$ cat config.mk
export PLATFORM = sky130hd
export DESIGN_NAME = ccm_loader_flat
export DESIGN_NICKNAME = d
export VERILOG_FILES = /design/src/rtl/ccm_loader_if.sv /design/src/rtl/ccm_loader.sv /design/src/flat_wrapper.sv
export SDC_FILE = /design/constraint.sdc
export NUM_CORES = 1
export LEC_CHECK = 0
export BUFFER_PORTS_ARGS = -buffer_cell sky130_fd_sc_hd__buf_2
export CORE_AREA = 5 5 129 131
export DETAILED_ROUTE_END_ITERATION = 7
export DIE_AREA = 0 0 134 136
export PLACE_DENSITY_LB_ADDON = 0.25
export SLEW_MARGIN = 10
export SYNTH_ARGS = -nofsm -noshare
export SYNTH_HDL_FRONTEND = slang
export SYNTH_SLANG_ARGS = --single-unit
$ cat constraint.sdc
create_clock -name clk -period 3.1 [get_ports clk]
set_input_delay 0.62 -clock clk [delete_from_list [all_inputs] [get_ports clk]]
set_output_delay 0.62 -clock clk [all_outputs]
set_load 0.005 [all_outputs]
$ cat src/rtl/ccm_loader_if.sv
// Byte-stream input and ccm write port of the boot loader, grouped as one bundle.
// The slave modport is the loader side; the master modport drives the stream and observes the port.
interface ccm_loader_if;
   logic        in_valid;
   logic [7:0]  in_data;
   logic        in_ready;
   logic        mem_wr_en;
   logic        mem_wr_sel;
   logic [31:0] mem_wr_addr;
   logic [31:0] mem_wr_data;
   logic        core_hold;
   logic        load_err;
   logic [15:0] words_written;

   modport slave (
      input  in_valid, in_data,
      output in_ready, mem_wr_en, mem_wr_sel, mem_wr_addr, mem_wr_data,
             core_hold, load_err, words_written
   );

   modport master (
      output in_valid, in_data,
      input  in_ready, mem_wr_en, mem_wr_sel, mem_wr_addr, mem_wr_data,
             core_hold, load_err, words_written
   );
endinterface

$ cat src/rtl/ccm_loader.sv
// Boot loader: parses a byte-stream load protocol into ICCM/DCCM word writes and holds the core in reset.
// Optional trailing XOR checksum per frame is enabled by defining CCM_LOADER_CSUM_EN.
//
// state  | meaning
// S_CMD  | waiting for a command byte
// S_ADDR | collecting 4-byte base address, LSB first
// S_LEN  | collecting 4-byte word count, LSB first
// S_DATA | collecting data bytes, one write per 4 bytes
// S_CSUM | expecting the frame XOR byte (checksum builds only)
// S_RUN  | core released, stream locked out until reset
module ccm_loader #(
   parameter logic [7:0] CMD_ICCM  = 8'hA5,
   parameter logic [7:0] CMD_DCCM  = 8'h5A,
   parameter logic [7:0] CMD_START = 8'h0F
) (
   input  logic         clk,
   input  logic         rst,
   ccm_loader_if.slave  bus
);

   typedef enum logic [2:0] {
      S_CMD  = 3'd0,
      S_ADDR = 3'd1,
      S_LEN  = 3'd2,
      S_DATA = 3'd3,
`ifdef CCM_LOADER_CSUM_EN
      S_CSUM = 3'd5,
`endif
      S_RUN  = 3'd4
   } state_t;

`ifdef CCM_LOADER_CSUM_EN
   localparam state_t S_END = S_CSUM;
`else
   localparam state_t S_END = S_CMD;
`endif

   state_t      r_state;
   logic [1:0]  r_cnt;
   logic        r_sel;
   logic [29:0] r_ptr;
   logic [31:0] r_len;
   logic [31:0] r_shift;
   logic        r_in_ready;
   logic        r_wr_en;
   logic        r_wr_sel;
   logic [31:0] r_wr_addr;
   logic [31:0] r_wr_data;
   logic        r_core_hold;
   logic        r_load_err;
   logic [15:0] r_words;
`ifdef CCM_LOADER_CSUM_EN
   logic [7:0]  r_xor;
`endif

   logic        w_accept;
   logic        w_last_byte;
   logic [31:0] w_shift;

   assign w_accept    = bus.in_valid & r_in_ready;
   assign w_last_byte = (r_cnt == 2'd3);
   // Bytes enter at the top and move down, so after 4 bytes the first one sits in [7:0].
   assign w_shift     = {bus.in_data, r_shift[31:8]};

   always_ff @(posedge clk) begin
      if (rst) begin
         r_state     <= S_CMD;
         r_cnt       <= 2'd0;
         r_sel       <= 1'b0;
         r_ptr       <= 30'd0;
         r_len       <= 32'd0;
         r_shift     <= 32'd0;
         r_in_ready  <= 1'b1;
         r_wr_en     <= 1'b0;
         r_wr_sel    <= 1'b0;
         r_wr_addr   <= 32'd0;
         r_wr_data   <= 32'd0;
         r_core_hold <= 1'b1;
         r_load_err  <= 1'b0;
         r_words     <= 16'd0;
`ifdef CCM_LOADER_CSUM_EN
         r_xor       <= 8'd0;
`endif
      end else begin
         r_wr_en <= 1'b0;
         if (w_accept) begin
`ifdef CCM_LOADER_CSUM_EN
            r_xor <= r_xor ^ bus.in_data;
`endif
            case (r_state)
               S_CMD: begin
                  r_cnt <= 2'd0;
`ifdef CCM_LOADER_CSUM_EN
                  r_xor <= bus.in_data;
`endif
                  if (bus.in_data == CMD_ICCM) begin
                     r_sel   <= 1'b0;
                     r_state <= S_ADDR;
                  end else if (bus.in_data == CMD_DCCM) begin
                     r_sel   <= 1'b1;
                     r_state <= S_ADDR;
                  end else if (bus.in_data == CMD_START) begin
                     r_state     <= S_RUN;
                     r_in_ready  <= 1'b0;
                     r_core_hold <= 1'b0;
                  end else begin
                     r_load_err <= 1'b1;
                  end
               end
               S_ADDR: begin
                  r_shift <= w_shift;
                  r_cnt   <= r_cnt + 2'd1;
                  if (w_last_byte) begin
                     r_ptr   <= w_shift[31:2];
                     r_state <= S_LEN;
                  end
               end
               S_LEN: begin
                  r_shift <= w_shift;
                  r_cnt   <= r_cnt + 2'd1;
                  if (w_last_byte) begin
                     r_len   <= w_shift;
                     r_state <= (w_shift == 32'd0) ? S_END : S_DATA;
                  end
               end
               S_DATA: begin
                  r_shift <= w_shift;
                  r_cnt   <= r_cnt + 2'd1;
                  if (w_last_byte) begin
                     r_wr_en   <= 1'b1;
                     r_wr_sel  <= r_sel;
                     r_wr_addr <= {2'b00, r_ptr};
                     r_wr_data <= w_shift;
                     r_ptr     <= r_ptr + 30'd1;
                     r_len     <= r_len - 32'd1;
                     if (r_words != 16'hFFFF)
                        r_words <= r_words + 16'd1;
                     if (r_len == 32'd1)
                        r_state <= S_END;
                  end
               end
`ifdef CCM_LOADER_CSUM_EN
               S_CSUM: begin
                  if (bus.in_data != r_xor)
                     r_load_err <= 1'b1;
                  r_state <= S_CMD;
               end
`endif
               S_RUN: begin
               end
               default: r_state <= S_CMD;
            endcase
         end
      end
   end

   assign bus.in_ready      = r_in_ready;
   assign bus.mem_wr_en     = r_wr_en;
   assign bus.mem_wr_sel    = r_wr_sel;
   assign bus.mem_wr_addr   = r_wr_addr;
   assign bus.mem_wr_data   = r_wr_data;
   assign bus.core_hold     = r_core_hold;
   assign bus.load_err      = r_load_err;
   assign bus.words_written = r_words;

endmodule

$ cat src/flat_wrapper.sv
// flat-port wrapper written by rule: the top's interface ports become plain ports
module ccm_loader_flat 
#(
   parameter logic [7:0] CMD_ICCM  = 8'hA5,
   parameter logic [7:0] CMD_DCCM  = 8'h5A,
   parameter logic [7:0] CMD_START = 8'h0F
)
  (clk, rst, bus_in_valid, bus_in_data, bus_in_ready, bus_mem_wr_en, bus_mem_wr_sel, bus_mem_wr_addr, bus_mem_wr_data, bus_core_hold, bus_load_err, bus_words_written);
  ccm_loader_if bus_i ();
  input  logic clk;
  input  logic rst;
  input wire logic [$bits(bus_i.in_valid)-1:0] bus_in_valid;
  input wire logic [$bits(bus_i.in_data)-1:0] bus_in_data;
  output wire logic [$bits(bus_i.in_ready)-1:0] bus_in_ready;
  output wire logic [$bits(bus_i.mem_wr_en)-1:0] bus_mem_wr_en;
  output wire logic [$bits(bus_i.mem_wr_sel)-1:0] bus_mem_wr_sel;
  output wire logic [$bits(bus_i.mem_wr_addr)-1:0] bus_mem_wr_addr;
  output wire logic [$bits(bus_i.mem_wr_data)-1:0] bus_mem_wr_data;
  output wire logic [$bits(bus_i.core_hold)-1:0] bus_core_hold;
  output wire logic [$bits(bus_i.load_err)-1:0] bus_load_err;
  output wire logic [$bits(bus_i.words_written)-1:0] bus_words_written;
  assign bus_i.in_valid = bus_in_valid;
  assign bus_i.in_data = bus_in_data;
  assign bus_in_ready = bus_i.in_ready;
  assign bus_mem_wr_en = bus_i.mem_wr_en;
  assign bus_mem_wr_sel = bus_i.mem_wr_sel;
  assign bus_mem_wr_addr = bus_i.mem_wr_addr;
  assign bus_mem_wr_data = bus_i.mem_wr_data;
  assign bus_core_hold = bus_i.core_hold;
  assign bus_load_err = bus_i.load_err;
  assign bus_words_written = bus_i.words_written;
  ccm_loader #(.CMD_ICCM(CMD_ICCM), .CMD_DCCM(CMD_DCCM), .CMD_START(CMD_START)) u_core (.clk(clk), .rst(rst), .bus(bus_i));
endmodule
==> results_dict.tcl, run 1 <==
set metrics [dict create \
    outcome "finished, final reports clean" \
    maxCapViolations 0 \
    io_buffers 93 \
    cp.arrival_ps 2690 \
    skew_ps 8.31 \
    max_freq_mhz 417 \
    relSlewSlack_pct 41.4 \
    ys.flop_type "dfxtp_1" \
    setup_viol 0 \
    tritoncts "done" \
    final_max_slew_viol_count 0 \
    crit_family "simple AND/OR/NAND/NOR gates" \
    cts_buffer_depth 2 \
    grt-ovfl-total 0 \
    cts-resized-gates 0 \
    min_period_over_period_pct 77.3 \
    crit_slowest_cell "nor3b_1" \
    crit_path_start_kind "flip-flop" \
    syn_to_final_growth_pct 13.7 \
    grt_pass1_wl_microns 37200 \
    worst_slew_pin_slew_ps 872 \
    avgSynthCellArea_sq_um 7.63 \
    clk_latency_ps 430 \
    grt.total_usage_pct 25.1 \
    drtIter0Drc 809 \
    hold_viol 0 \
    crit_required_ps 3400 \
    ys_ff_latch 174 \
    cts.clk_slew.worst_paths_ps 70 \
    tns_ps 0 \
    final_layout_size_suffix_gt1_share_pct 14.4 \
    synthCells 1078 \
    syn_area_sq_um 8230 \
    p_leak_nw 3.38 \
    hold_class "reg -> reg" \
    layout.nets 1149 \
    vias 8134 \
    synthArstFlopShare_pct 0 \
    antenna_cells 0 \
    cts_hold_buf 0 \
    ys_types 73 \
    clock_sinks 174 \
    dieHeight_microns 136 \
    critPathKind "reg -> reg" \
    io_pins 96 \
    final_area_sq_um 9350 \
    path_buf_inv 2 \
    cts_root_buf "clkbuf_16" \
    mostFrequentLayoutCell "nand2_1" \
    grt_max_degree 63 \
    cp_slowest_stage_delay_ps 500 \
    path_cells "inv_1 -> ha_1 -> nor3b_1 -> nand4_1 -> buf_4 -> or3_4 -> o311ai_0 -> a31oi_1" \
    drt-pass1-iter-count 5 \
    synth-edff-count 0 \
    place.gp.congestion 0.872 \
    post_cts.repair.setup_buffers 0 \
    core_area_sq_um 15500 \
    grt_pass1_vias 7340 \
    row_count 46 \
    placed_cell_area_sq_um 8800 \
    antenna_found_initial 0 \
    min_period_ps 2400 \
    drt_wl_total_microns 22900 \
    avgRoutedWirePerCell_microns 17.1 \
    die_w_microns 134 \
    ys_seq_area_share_pct 42.3 \
    cp-end-kind "flip-flop" \
    rsz0062_at_grt "no" \
    via_per_inst 6.08 \
    layout_common_cells "nand2_1, dfxtp_1, a21oi_1" \
    critPathMaxFanout 12 \
    power_density_nw_per_um2 462 \
    postRouteAntennaNets 0 \
    drc 0 \
    max-vdd-ir-drop_uv 365 \
    h-tree-depth 4 \
    dp_hpwl_microns 15600 \
    fp.dieArea_sq_um 18200 \
    numCtsBuffers 17 \
    yosysWarnings 0 \
    start_util_pct 53.1 \
]
-- layer usage --
layer  part of all wire [%]  up-vias  global-route usage [%]
met1                     46     3817                    34.8
li1                       -     3969                       -
met5                      0        -                       0
met3                    6.7       45                    5.18
met4                    3.3        0                    10.5
met2                     44      303                    38.3
-- kinds of logic after synthesis --
kind of cell / synth area share, %
DFF: 42.3
AOI/OAI and AO/OA: 22.1
xor gates and xnor gates: 1.49
buffers and inverters: 4.55
and+or+nand+nor: 28.3
muxes: 0.487
adders and majority gates: 0.760
other: 0.0456
-- flip-flops by register name, summed over array words and instances, names as in the netlist --
register	cells
u_core.bus.mem_wr_data	32
u_core.r_len	32
u_core.bus.mem_wr_addr	30
u_core.r_ptr	30
u_core.r_shift	24
u_core.bus.words_written	16
u_core.r_state	3
u_core.r_cnt	2
u_core.bus.in_ready	1
u_core.bus.load_err	1
u_core.bus.mem_wr_en	1
u_core.bus.mem_wr_sel	1
u_core.r_sel	1
-- area by class of cell --
cell class                      count  area, sq um
Fill cell                        1482         6130
Multi-Input combinational cell    813         4380
Sequential cell                   174         3480
Timing Repair Buffer              116          653
Clock buffer                       21          470
Tap cell                          192          240
Clock inverter                     11         85.1
Inverter                           11         41.3
-- per-stage QoR --
step | setup WS [ps] | util, % | std cells | hold slack (ps) | total power, mW
final | 704 | 60.4 | 1338 | 449 | 4.32
after global routing | 462 | 60.4 | 1338 | 471 | 4.46
after CTS | 725 | 60.4 | 1338 | 453 | 4.36
after detailed placement | 732 | 56.8 | 1306 | 444 | 2.37
after global placement | 776 | 56.8 | 1306 | 439 | 2.37
after floorplan | 912 | - | 1079 | 431 | 2.34
-- cell usage after synthesis (4+ instances only) --
cell type	instances	share of area (%)
o21ai_0	38	2.3
inv_1	11	0.50
or4_1	8	0.73
o211ai_1	6	0.55
or3_1	6	0.46
clkbuf_1	67	3.1
o22ai_1	9	0.68
a22oi_1	9	0.82
a21o_1	6	0.55
nand3_1	33	2.0
a211oi_1	14	1.3
o41ai_1	6	0.64
mux2i_1	4	0.49
nand3b_1	4	0.37
ha_1	5	0.76
xnor2_1	9	0.96
o31ai_1	4	0.37
nor3_1	25	1.5
and3_1	15	1.1
buf_1	9	0.41
xor2_1	5	0.53
dfxtp_1	174	42
a21oi_1	142	8.6
o21a_1	4	0.37
nand2b_1	4	0.30
a311oi_1	7	0.75
nor4_1	24	1.8
a221oi_1	4	0.43
and2_1	12	0.91
and4_1	7	0.75
a31oi_1	10	0.76
nor2_1	79	3.6
nand2_1	234	11
nand4_1	17	1.3
-- power by group --
group | internal (mW) | total [mW] | switching (mW)
Combinational | 0.0179 | 0.0803 | 0.0623
Clock | 1.10 | 2.01 | 0.911
Sequential | 2.24 | 2.24 | 0.00128
Total | 3.35 | 4.32 | 0.975
-- worst paths after layout --
kind                                                start                                 endpoint  slack, ps  depth (start not counted)
setup reg to reg             u_core.r_len[0]$_SDFFE_PP0P_            u_core.r_len[28]$_SDFFE_PP0P_        700                          8
setup / recovery             u_core.r_len[0]$_SDFFE_PP0P_            u_core.r_len[28]$_SDFFE_PP0P_        700                          8
hold reg to reg   u_core.bus.mem_wr_addr[21]$_SDFFE_PP0P_  u_core.bus.mem_wr_addr[21]$_SDFFE_PP0P_        450                          2
hold / removal    u_core.bus.mem_wr_addr[21]$_SDFFE_PP0P_  u_core.bus.mem_wr_addr[21]$_SDFFE_PP0P_        450                          2
-- worst reg2reg max path: cells and delay by family (launching register included) --
kind | cells | cell delay [ps]
buffers and inverters | 2 | 290
adders and majority gates | 1 | 200
AOI/OAI and AO/OA | 2 | 410
and+or+nand+nor | 3 | 1000
DFF | 1 | 370
Power figures use the tool's default switching activity.
==> run 2: changes to the inputs <==
Settings changed: ABC_AREA set to 1, CORE_AREA 5 5 129 131 to 5 5 132 134, DIE_AREA 0 0 134 136 to 0 0 137 139.
Clock period 3.1 ns to 2.3 ns, I/O delays scaled along.
==> run 2 against run 1 <==
Net effect: design area increased by 6.2%; clock-buffer cell count decreased by 4; flip-flop and latch count unchanged; synthesized cell count increased by 19%; first-iteration DRC count decreased by 0.87%; die area increased by 4.5%; critical path type unchanged; routed wire length increased by 7.7%; hold slack about the same; sequential power increased by 34%; synthesized area increased by 5.2%; setup slack got worse by 260 ps; largest power group unchanged.
==> results_dict.tcl, run 2 <==
set metrics [dict create \
    p_leak_nw 4.49 \
    crit_path_start_kind "flip-flop" \
    yosys.area.top_type "dfxtp_1" \
    dp_hpwl_microns 17700 \
    cp_num_cells 9 \
    grt-ovfl-total 0 \
    cts.clk_slew.worst_paths_ps 70 \
    synth-edff-count 0 \
    synthArstFlopShare_pct 0 \
    rsz0062_at_grt "no" \
    ys_seq_area_share_pct 40.3 \
    maxCapViolations 0 \
    crit_start "u_core.bus.in_ready$_SDFFE_PP1P_" \
    power_density_nw_per_um2 609 \
    mostFrequentLayoutCell "nand2_1" \
    ys_ff_latch 174 \
    yosysWarnings 0 \
    ys_types 44 \
    reg2reg_slack_ps 440 \
    n_fill_cell 1511 \
    critPathMaxFanout 22 \
    skew_ps 7.18 \
    syn_area_sq_um 8650 \
    p_int_mw 4.60 \
    setup_viol 0 \
    ys.flop_type "dfxtp_1" \
    h-tree-depth 4 \
    place.gp.congestion 0.926 \
    fp.dieArea_sq_um 19000 \
    switching_share_pct 23.9 \
    relSlewSlack_pct 55.6 \
    via_per_inst 5.42 \
    syn_to_final_growth_pct 14.8 \
    crit_required_ps 2610 \
    cp-end-kind "flip-flop" \
    tns_ps 0 \
    crit_family "simple AND/OR/NAND/NOR gates" \
    hold_class "reg -> reg" \
    die_w_microns 137 \
    grt.total_usage_pct 25.5 \
    final_layout_size_suffix_gt1_share_pct 12.9 \
    io_buffers 93 \
    pwr-share-seq_pct 49.8 \
    switching_power_mw 1.45 \
    critPathKind "reg -> reg" \
    rr_endpoint "u_core.bus.words_written[10]$_SDFFE_PP0P_" \
    start_util_pct 53.5 \
    grt_pass1_wl_microns 39200 \
    drc 0 \
    cp.arrival_ps 2170 \
    drtIter0Drc 802 \
    clk_latency_ps 430 \
    outcome "finished, final reports clean" \
    core_area_sq_um 16200 \
    synth_top_area_share_pct 40.3 \
    reg2regPathDepth 9 \
    antenna_cells 0 \
    io_pins 96 \
    min_period_over_period_pct 80.9 \
    drt_wl_total_microns 24600 \
    synth.most_common_cell "nand2_1" \
    antenna_found_initial 0 \
    min_period_ps 1860 \
    placed_cell_area_sq_um 9340 \
    tritoncts "done" \
    dieHeight_microns 139 \
    numCtsBuffers 17 \
    clock_sinks 174 \
    hold_viol 0 \
    avgSynthCellArea_sq_um 6.72 \
    vias 8638 \
    worst_slew_pin_slew_ps 666 \
    grt_pass1_vias 7657 \
    p_comb_share_pct 2.2 \
    cts_hold_buf 0 \
    cts_root_buf "clkbuf_16" \
    final_area_sq_um 9930 \
    max_freq_mhz 538 \
    final_max_slew_viol_count 0 \
    path_buf_inv 1 \
    cts-resized-gates 0 \
    worstHoldPathCells 2 \
    grt_max_degree 57 \
    synth.area.top_cells "dfxtp_1, nand2_1, nor2_1" \
    postRouteAntennaNets 0 \
    layout.nets 1377 \
    drt-pass1-iter-count 5 \
    endpoint "u_core.bus.words_written[10]$_SDFFE_PP0P_" \
    cts_buffer_depth 2 \
    avgRoutedWirePerCell_microns 15.5 \
    clkPwrFrac_pct 48.0 \
    crit_path_frequent_cell "nand2_1" \
    row_count 47 \
    path_cells "nand2_1 -> nor2_4 -> nand3_4 -> nor2_8 -> nand2_4 -> inv_2 -> nand3_1 -> nand2_1 -> nor2_1" \
    cp_slowest_stage_delay_ps 390 \
    max-vdd-ir-drop_uv 514 \
    crit_slowest_cell "dfxtp_1" \
    r2r-start "u_core.bus.in_ready$_SDFFE_PP1P_" \
    layout_common_cells "nand2_1, nor2_1, dfxtp_1" \
    synthTopCellsByCount "nand2_1, nor2_1, dfxtp_1, o21ai_0, a21oi_1" \
    synthCells 1288 \
    post_cts.repair.setup_buffers 0 \
]
## run 2: cell count changes after synthesis, sizes merged, moves of 22 or more
cell,delta
clkbuf,-38
inv,+97
nand3,+22
nor2,+161
nor4,-24
o21ai,+126
## run 2: cell type report
class | count | area, sq um | area share (%)
clock inverters | 15 | 169 | 1.70
flip-flops and latches | 174 | 3480 | 35.1
clock buffers | 17 | 425 | 4.28
well taps | 220 | 275 | 2.77
inverters | 109 | 410 | 4.13
repair buffers | 116 | 713 | 7.18
multi-input cells | 943 | 4460 | 44.9
## run 2: kinds of logic (layout without fill, tap and decap cells)
family / after synthesis / after routing / synth area share, %
simple gates: 582 / 582 / 28.1
compound gates: 323 / 323 / 19.4
flops: 174 / 174 / 40.3
other cells: 1 / 2 / 0.0433
fa+ha+maj: 5 / 5 / 0.723
buf+inv: 172 / 257 / 8.27
xor+xnor: 31 / 31 / 3.14
## run 2: worst reg2reg max path: stages, from the launching register on
cell     delay (ps)
dfxtp_1         390
nand2_1         130
nor2_4          160
nand3_4         110
nor2_8          280
nand2_4         190
inv_2           240
nand3_1         120
nand2_1          80
nor2_1           40
## run 2: power by group through the flow
stage / Sequential (mW) / Combinational [mW] / Clock [mW]
after CTS: 3.01 / 0.132 / 2.94
after floorplan: 3.08 / 0.0698 / 0
after global routing: 3.01 / 0.144 / 3.09
after detailed placement: 3.08 / 0.132 / 0
after global placement: 3.08 / 0.132 / 0
final: 3.01 / 0.135 / 2.90
## run 2: per-layer routing
| metal | up-vias | wire length, microns | share of wire, % | global-route usage, % |
|---|---|---|---|---|
| met5 | - | 0 | 0 | 0 |
| met4 | 0 | 588 | 2.4 | 7.56 |
| met3 | 40 | 1610 | 6.5 | 4.83 |
| met2 | 290 | 11500 | 47 | 40.6 |
| met1 | 3960 | 11000 | 45 | 35.1 |
| li1 | 4348 | - | - | - |
## run 2: worst min path at each step
stage | from | end | slack [ps]
2_1_floorplan | u_core.r_sel$_SDFFE_PP0P_ | u_core.bus.mem_wr_sel$_SDFFE_PP0P_ | 430
3_3_place_gp | u_core.bus.load_err$_SDFFE_PP0P_ | u_core.bus.load_err$_SDFFE_PP0P_ | 430
3_5_place_dp | u_core.bus.load_err$_SDFFE_PP0P_ | u_core.bus.load_err$_SDFFE_PP0P_ | 440
4_1_cts | bus_in_data[5] | u_core.bus.mem_wr_data[29]$_SDFFE_PP0P_ | 440
5_1_grt | bus_in_data[4] | u_core.r_shift[28]$_SDFFE_PP0P_ | 460
6_report | u_core.bus.load_err$_SDFFE_PP0P_ | u_core.bus.load_err$_SDFFE_PP0P_ | 450
## run 2: metrics by stage
step	instances	power [mW]	hold WS, ps	worst slack, ps	util, %
3_5_place_dp	1562	3.21	440	335	57.7
2_1_floorplan	1289	3.15	430	737	-
3_3_place_gp	1562	3.21	435	372	57.7
4_1_cts	1594	6.09	437	456	61.4
6_report	1594	6.05	449	440	61.4
5_1_grt	1594	6.25	460	221	61.4
==> run 3: changes to the inputs <==
Clock period 2.3 ns to 1.9 ns, I/O delays scaled along.
==> run 3 against run 2 <==
Net effect: cell count grew 0.88%; core utilization grew 1.4 points; hold slack lost 150 ps; clock-buffer cell count grew 1; routed wire length grew 4.1%; first-iteration DRC count grew 4.9%; setup slack lost 270 ps; largest cell class unchanged; highest routed layer unchanged.
==> results_dict.tcl, run 3 (synthesis gave the netlist of run 2 again) <==
set metrics [dict create \
    antenna_cells 0 \
    tns_ps 0 \
    power_density_nw_per_um2 768 \
    tritoncts "done" \
    cp_slowest_stage_delay_ps 490 \
    n_fill_cell 1467 \
    start_util_pct 53.5 \
    maxCapViolations 0 \
    outcome "finished, final reports clean" \
    grt_pass1_wl_microns 41000 \
    reg2regPathDepth 6 \
    cts_buffer_depth 2 \
    layout_common_cells "nand2_1, nor2_1, dfxtp_1" \
    crit_path_frequent_cell "nand2_1" \
    worstHoldPathCells 3 \
    h-tree-depth 4 \
    layout.nets 1391 \
    cp-end-kind "flip-flop" \
    relSlewSlack_pct 52.5 \
    syn_to_final_growth_pct 17.4 \
    min_to "u_core.bus.mem_wr_data[27]$_SDFFE_PP0P_" \
    p_leak_nw 4.61 \
    min_period_over_period_pct 91.3 \
    rr_endpoint "u_core.r_state[0]$_SDFFE_PP0P_" \
    critPathKind "reg -> reg" \
    clock_sinks 174 \
    hold_class "in -> reg" \
    dieHeight_microns 139 \
    skew_ps 13.1 \
    drc 0 \
    cp.arrival_ps 2110 \
    crit_required_ps 2270 \
    grt-ovfl-total 0 \
    dp_hpwl_microns 18100 \
    cts_root_buf "clkbuf_16" \
    cts.clk_slew.worst_paths_ps 70 \
    layout.cells.non_filler 1608 \
    r2r-start "u_core.r_state[0]$_SDFFE_PP0P_" \
    path_cells "nand3_2 -> inv_2 -> o21ai_1 -> nand2_1 -> nand2_1 -> a21oi_1" \
    cts-resized-gates 0 \
    reg2reg_slack_ps 170 \
    row_count 47 \
    avgRoutedWirePerCell_microns 15.9 \
    cts_hold_buf 0 \
    numPlacedInstances 1576 \
    grt.total_usage_pct 26.8 \
    max-vdd-ir-drop_uv 680 \
    die_w_microns 137 \
    drt_wl_total_microns 25600 \
    crit_slowest_cell "dfxtp_1" \
    max_freq_mhz 577 \
    vias 8679 \
    clk_latency_ps 440 \
    core_area_sq_um 16200 \
    final_max_slew_viol_count 0 \
    crit_path_start_kind "flip-flop" \
    mostFrequentLayoutCell "nand2_1" \
    rsz0062_at_grt "no" \
    drt-pass1-iter-count 6 \
    worst_slew_pin_slew_ps 711 \
    min_period_ps 1730 \
    crit_start "u_core.r_state[0]$_SDFFE_PP0P_" \
    antenna_found_initial 0 \
    place.gp.congestion 0.935 \
    hold_viol 0 \
    via_per_inst 5.40 \
    post_cts.repair.setup_buffers 0 \
    setup_viol 0 \
    critPathMaxFanout 21 \
    io_buffers 93 \
    fp.dieArea_sq_um 19000 \
    io_pins 96 \
    hold_start "bus_in_data[3]" \
    numCtsBuffers 17 \
    drtIter0Drc 841 \
    grt_max_degree 75 \
    grt_pass1_vias 7786 \
    final_layout_size_suffix_gt1_share_pct 13.9 \
    postRouteAntennaNets 0 \
]
## run 3: worst max-delay path by stage
stage | cells past startpoint | endpoint
after floorplan | 9 | u_core.bus.words_written[1]$_SDFFE_PP0P_
after global placement | 8 | u_core.bus.mem_wr_addr[1]$_SDFFE_PP0P_
after detailed placement | 8 | u_core.bus.mem_wr_data[7]$_SDFFE_PP0P_
after CTS | 11 | u_core.bus.words_written[12]$_SDFFE_PP0P_
after global routing | 9 | u_core.r_ptr[22]$_SDFFE_PP0P_
final | 6 | u_core.r_state[0]$_SDFFE_PP0P_
## run 3: final cells by class
type                       count  area [sq um]  share of cell area, %
clock buffer                  18           439                   4.32
clock inverter                14           228                   2.24
inverter                     109           410                   4.04
multi-input combinational    943          4460                   43.9
sequential                   174          3480                   34.3
tap                          220           275                   2.71
timing repair buffer         130           856                   8.43
## run 3: metal layers
layer	up-vias	share of wire, %	track usage [%]
met1	3927	44	37.9
met2	342	47	42.0
met4	0	1.8	7.09
met5	-	0	0
li1	4378	-	-
met3	32	7.4	4.97
## run 3: worst max-delay path: cells and delay by family (launching register included)
family,cells,cell delay [ps]
compound gates,2,420
buf+inv,1,330
flops,1,490
simple gates,3,420
## run 3: stage by stage
step	worst slack (ps)	hold slack [ps]	total power, mW	cell area [sq um]	utilization (%)
after floorplan	337	430	3.82	8650	-
after global placement	219	438	3.89	9480	58.6
after detailed placement	168	445	3.89	9480	58.6
after CTS	143	291	7.81	10100	62.7
after global routing	12.6	327	7.99	10200	62.8
final	165	301	7.80	10200	62.8
## run 3: power by group
group | total (mW) | switching, mW | internal [mW]
registers | 3.65 | 0.000877 | 3.65
logic | 0.169 | 0.120 | 0.0490
clock network | 3.98 | 1.58 | 2.40
